`src/rtl/cpu_pkg.sv`:
```
// rtl/cpu_pkg.sv - shared CPU types and constants used by the fetch stage
package cpu_pkg;

  localparam logic [31:0] RESET_PC = 32'hbfc0_0000;
  localparam logic [4:0]  EXC_ADEL = 5'h04;

  typedef enum logic [1:0] {
    S_REQ,
    S_WAIT,
    S_HOLD
  } fetch_state_t;

endpackage

```
`src/rtl/fetch_stage.sv`:
```
// rtl/fetch_stage.sv - instruction fetch: one SRAM-like request per PC, result held in a valid/ready register
module fetch_stage
  import cpu_pkg::*;
#(
  parameter int               WIDTH    = 32,
  parameter logic [WIDTH-1:0] RESET_PC = cpu_pkg::RESET_PC
) (
  input  logic             clk,
  input  logic             rst,
  input  logic [WIDTH-1:0] pc,
  output logic             pc_ena,
  input  logic             flush,
  output logic             inst_req,
  output logic [WIDTH-1:0] inst_addr,
  input  logic             inst_addr_ok,
  input  logic             inst_data_ok,
  input  logic [WIDTH-1:0] inst_rdata,
  output logic             id_valid,
  input  logic             id_ready,
  output logic [WIDTH-1:0] id_pc,
  output logic [WIDTH-1:0] id_inst,
  output logic             id_adel
);

  fetch_state_t state;
  logic         cancel;
  logic         misaligned;
  logic         rst_q;

  assign misaligned = (pc[1:0] != 2'b00);
  assign inst_addr  = pc;
  assign inst_req   = (state == S_REQ) && !misaligned && !flush;

  // The PC may only move once its instruction is captured, faulted, or redirected.
  always_comb begin
    pc_ena = 1'b0;
    case (state)
      S_REQ:   pc_ena = flush || misaligned;
      S_WAIT:  pc_ena = flush || (inst_data_ok && !cancel);
      S_HOLD:  pc_ena = flush;
      default: pc_ena = 1'b0;
    endcase
  end

  always_ff @(posedge clk) begin
    if (rst) begin
      state    <= S_REQ;
      cancel   <= 1'b0;
      id_valid <= 1'b0;
      id_pc    <= '0;
      id_inst  <= '0;
      id_adel  <= 1'b0;
    end else begin
      case (state)
        S_REQ: begin
          if (!flush) begin
            if (misaligned) begin
              id_pc    <= pc;
              id_inst  <= '0;
              id_adel  <= 1'b1;
              id_valid <= 1'b1;
              state    <= S_HOLD;
            end else if (inst_addr_ok) begin
              state <= S_WAIT;
            end
          end
        end
        S_WAIT: begin
          if (inst_data_ok) begin
            cancel <= 1'b0;
            if (flush || cancel) begin
              state <= S_REQ;
            end else begin
              id_pc    <= pc;
              id_inst  <= inst_rdata;
              id_adel  <= 1'b0;
              id_valid <= 1'b1;
              state    <= S_HOLD;
            end
          end else if (flush) begin
            // Response still owed by the SRAM; remember to drop it.
            cancel <= 1'b1;
          end
        end
        S_HOLD: begin
          if (flush || id_ready) begin
            id_valid <= 1'b0;
            state    <= S_REQ;
          end
        end
        default: state <= S_REQ;
      endcase
    end
  end

  always_ff @(posedge clk) begin
    rst_q <= rst;
    if (!rst && rst_q == 1'b1) begin
      assert (pc == RESET_PC);
    end
  end

endmodule

```
`config.mk`:
```
export PLATFORM = sky130hd
export DESIGN_NAME = fetch_stage
export DESIGN_NICKNAME = d
export VERILOG_FILES = /design/src/rtl/cpu_pkg.sv /design/src/rtl/fetch_stage.sv
export SDC_FILE = /design/constraint.sdc
export NUM_CORES = 1
export LEC_CHECK = 0
export CORE_ASPECT_RATIO = 0.5
export CORE_MARGIN = 1
export CORE_UTILIZATION = 30
export CTS_CLUSTER_DIAMETER = 60
export DETAILED_ROUTE_END_ITERATION = 10
export GPL_TIMING_DRIVEN = 0
export PLACE_DENSITY_LB_ADDON = 0.15
export SLEW_MARGIN = 5
export SYNTH_ARGS = -nofsm -noshare
export SYNTH_HDL_FRONTEND = slang
export SYNTH_SLANG_ARGS = --single-unit
```
`constraint.sdc`:
```
create_clock -name clk -period 2.75 [get_ports clk]
set_input_delay 0.275 -clock clk [delete_from_list [all_inputs] [get_ports clk]]
set_output_delay 0.275 -clock clk [all_outputs]
set_load 0.02 [all_outputs]
```
Yosys cells after proc, flatten, opt, wreduce, memory -nomap -nowiden
Cells that the tools add are included.
W data, S select, Z words.
{"block": "totals", "output_inout_bits": 100, "wordCells": 62, "reg_bits": 69}
{"block": "classes", "n_reduce_logical": 19, "eq_ne": 8, "muxes": 29}
{"operator": "$mux W32", "count": 8}
{"operator": "$pmux W32 S2", "count": 2}
{"operator": "$mux W2", "count": 6}
{"operator": "$ne A2 B2 Y1 const B", "count": 5}
{"operator": "$mux W1", "count": 9}
{"operator": "$pmux W1 S3", "count": 2}
{"operator": "$pmux W2 S3", "count": 1}
{"operator": "$reduce_and A6 Y1", "count": 1}
{"operator": "$reduce_bool A2 Y1", "count": 3}
{"operator": "$reduce_and A5 Y1", "count": 1}
{"operator": "$logic_or A1 B1 Y1", "count": 4}
{"operator": "$reduce_and A4 Y1", "count": 1}
{"operator": "$logic_and A1 B1 Y1", "count": 3}
{"operator": "$logic_not A1 Y1", "count": 3}
{"operator": "$ne A3 B3 Y1 const B", "count": 1}
{"operator": "$reduce_bool A3 Y1", "count": 1}
{"operator": "$eq A2 B1 Y1 const B", "count": 1}
{"operator": "$eq A2 B2 Y1 const B", "count": 1}
{"operator": "$logic_not A2 Y1", "count": 1}
{"operator": "$pmux W1 S2", "count": 1}
{"operator": "$reduce_and A2 Y1", "count": 1}

Logic depth before layout (Yosys ltp)
{"block": "logic_depth", "ltp_word": 4, "ltp_mapped": 7}

Least setup slack after synthesis
OpenSTA, ideal clock, no wires.
{"block": "synth_path", "kind": "reg-to-output", "startpoint": "register state[0]", "endpoint": "output inst_req", "path_stages_with_launch": 3, "required_ns": 2.475, "slack_ns": 1.263, "arrival_time_ns": 1.212, "path_cell_list": "dfxtp_1 clkbuf_1 nor4_1"}
{"block": "synth_via", "elab_chain_len": 3}
{"element": "start, declared", "line": "fetch_stage.sv:25", "text": "fetch_state_t state;"}
{"element": "start signal, assigned", "line": "fetch_stage.sv:47", "text": "state <= S_REQ;"}
{"element": "start signal, assigned", "line": "fetch_stage.sv:62", "text": "state <= S_HOLD;"}
{"element": "start signal, assigned", "line": "fetch_stage.sv:64", "text": "state <= S_WAIT;"}
{"element": "$logic_not A2 Y1", "line": "fetch_stage.sv:32", "text": "assign inst_req = (state == S_REQ) && !misaligned && !flush;"}
{"element": "$logic_and A1 B1 Y1 (2 in series)", "line": "fetch_stage.sv:32"}
{"element": "end, declared", "line": "fetch_stage.sv:13", "text": "output logic inst_req,"}
Every way passes these cells.

Final worst setup path
{"block": "layout_path", "startpoint": "input flush", "endpoint": "output pc_ena"}
{"block": "layout_via", "elab_chain_len": 2}
{"element": "start, declared", "line": "fetch_stage.sv:12", "text": "input logic flush,"}
{"element": "$logic_or A1 B1 Y1, on equally long branches", "line": "fetch_stage.sv:39, fetch_stage.sv:38"}
{"element": "$pmux W1 S3 *", "line": "fetch_stage.sv:37", "text": "case (state)"}
{"element": "end, declared", "line": "fetch_stage.sv:11", "text": "output logic pc_ena,"}
Every way passes the cells marked *; elsewhere a longest branch is shown, timed or not.

==> impl_metrics.tcl <==
set metrics [dict create \
    status "finished clean" \
    netlist_area_um2 2910 \
    grt_use_total 0.168 \
    yosysSeqAreaShare 0.475 \
    dp_hpwl_mm 6.09 \
    clk_pin_slew_worst_paths_ns 0.05 \
    ys_ff_latch 69 \
    ctsHoldBuffers 0 \
    die_w_um 141 \
    grt.busiest_layer "met2" \
    root_buffer "clkbuf_16" \
    arrival_ns 2.17 \
    yosysMostFrequentCell "nand2_1" \
    pre_cts_ws_ns 0.312 \
    wirelength_mm 8.22 \
    p_comb_frac 0.205 \
    place_congestion 0.794 \
    power_frac_seq 0.369 \
    antenna_found_initial 0 \
    cp_max_fo 10 \
    grt_pass1_vias 2724 \
    netlist_instances 357 \
    relSlewSlack 0.652 \
    diodes 0 \
    area_growth_pct 75.0 \
    leakagePower_nw 2.05 \
    ant_nets 0 \
    crit_path_start "flush" \
    switching_share 0.253 \
    core-area_um2 9040 \
    endpoint_kind "primary output" \
    avgSynthCellArea_um2 8.15 \
    maxSlewViolCount 0 \
    async_flop_share 0 \
    synth_top_area_frac 0.475 \
    final.setup.worst_slack_ns 0.303 \
    cts_tree "done" \
    cts.repair.resized 0 \
    port_buffers 169 \
    yosys-top-cells-count "nand2_1 (97), dfxtp_1 (69), a21oi_1 (39), buf_4 (36), nand3b_1 (33)" \
    routed-via-count 2907 \
    drive_gt1_frac 0.122 \
    synth_edf_count 0 \
    final_net_count 607 \
    wire_per_inst_um 12.2 \
    powerDensity_nw_per_um2 571 \
    fin_crit_sh 0.890 \
    setup_viol_count_final 0 \
    initial_core_util 0.322 \
    yosysWarnings 0 \
    max_cap_viol_count 0 \
    vdd_drop_max_mv 0.302 \
    h-tree-depth 3 \
    post_cts_buffers 0 \
    via_per_inst 4.33 \
    reg2reg_depth 7 \
    grt_max_degree 13 \
    grt.met1_usage 0.208 \
    p_int_w 0.00217 \
    max_freq_mhz 409 \
    timing.rr.start "state[1]" \
    worst_pin_slew_ns 0.521 \
    ios 170 \
    drt_iter0_drc 91 \
    grt.overflow.total 0 \
    p_sw_w 0.000737 \
    hold_viol 0 \
    clock_power_share 0.427 \
    use_met3 0.0622 \
    clockBufferDepth 2 \
    met2_usage 0.270 \
    syn_nets 427 \
    r2r_slack_ns 1.06 \
    crit_type "input pin to primary output" \
    synth-main-ff-cell "dfxtp_1" \
    r2r_end "id_inst[10]" \
    required_ns 2.48 \
    rsz0062_at_grt "false" \
    fin_setup_tns_ns 0 \
    clk_latency_ns 0.32 \
    first_pass_iters 4 \
    num_rows 24 \
    start_kind "input pin" \
    fin_crit_ns 2.45 \
    skew_ns 0.00736 \
    drc 0 \
    hold_path.class "flip-flop to flip-flop" \
    die_y_um 71.6 \
    cts.sinks 69 \
    dieArea_um2 10100 \
    cp-endpoint "pc_ena" \
    ys_types 25 \
    yosys-top-cells-area "dfxtp_1 (48%), nand2_1 (13%), buf_4 (9.3%)" \
    yosysTopAreaCell "dfxtp_1" \
    cts_made_buffers 9 \
    grt_pass1_wl_mm 13.2 \
]
==> metal layers <==
metal	routed length (µm)	vias up
li1	-	1516
met1	3770	1299
met2	3790	86
met3	567	6
met4	102	0
met5	0	-
==> logic make-up after synthesis <==
kind of cell / after synthesis / synth area share
AO/OA/AOI/OAI: 48 / 0.0977
AND/OR/NAND/NOR: 179 / 0.297
flip-flops: 69 / 0.475
buffers and inverters: 61 / 0.130
==> worst min-delay path by stage <==
stage	startpoint	cells past startpoint	slack, ns	to
2_1_floorplan	rst	1	0.35	state[1]
3_3_place_gp	id_pc[7]	2	0.44	id_pc[7]
3_5_place_dp	id_pc[15]	2	0.45	id_pc[15]
4_1_cts	id_pc[0]	2	0.45	id_pc[0]
5_1_grt	id_pc[18]	2	0.47	id_pc[18]
6_report	id_pc[0]	2	0.45	id_pc[0]
==> per-stage QoR <==
stage | total power, W | utilization | hold slack [ns] | area, µm² | cells
global route | 0.00304 | 0.563 | 0.473 | 5090 | 672
detailed placement | 0.00169 | 0.527 | 0.447 | 4760 | 656
floorplan | 0.00139 | - | 0.351 | 2910 | 357
finish | 0.00291 | 0.563 | 0.450 | 5090 | 672
global placement | 0.00169 | 0.527 | 0.441 | 4760 | 656
CTS | 0.00294 | 0.563 | 0.454 | 5090 | 672
==> power by group through the flow <==
stage               combinational [W]  clock, W  sequential (W)
finish                       0.000595   0.00124         0.00107
detailed placement           0.000601         0         0.00109
global placement             0.000600         0         0.00109
CTS                          0.000604   0.00127         0.00107
floorplan                    0.000246         0         0.00115
global route                 0.000645   0.00132         0.00108
==> registers in the layout, indices dropped and copies added, names as in the netlist <==
name,count
id_adel,1
cancel,1
id_valid,1
id_pc,32
id_inst,32
state,2
==> cell type report <==
type,instances,area [µm²]
Multi-Input combinational cell,227,1150
Clock buffer,10,239
Timing Repair Buffer,169,1690
Sequential cell,69,1380
Tap cell,130,163
Buffer,59,370
Inverter,2,7.51
Fill cell,847,3950
Clock inverter,6,86.3
==> cell usage in the layout (no fill, tap or decap), types with 2 or more instances in the layout <==
cell | Yosys | routed
clkdlybuf4s50_1 | 0 | 169
nand2_1 | 97 | 97
dfxtp_1 | 69 | 69
a21oi_1 | 39 | 39
buf_4 | 36 | 36
nand3b_1 | 33 | 33
nand3_1 | 32 | 32
clkbuf_1 | 12 | 12
buf_2 | 11 | 11
clkbuf_16 | 0 | 9
nor3_1 | 5 | 5
nor2_1 | 4 | 4
nand2b_1 | 3 | 3
nor2b_1 | 2 | 2
inv_1 | 2 | 2
bufinv_16 | 0 | 2
clkinv_2 | 0 | 2
==> critical path, cell delays in order <==
cell,delay (ns)
clkdlybuf4s50_1,0.52
clkbuf_1,0.42
nand2b_1,0.14
a21oi_1,0.20
clkdlybuf4s50_1,0.63
No activity file was read; power rests on OpenSTA's default activity.
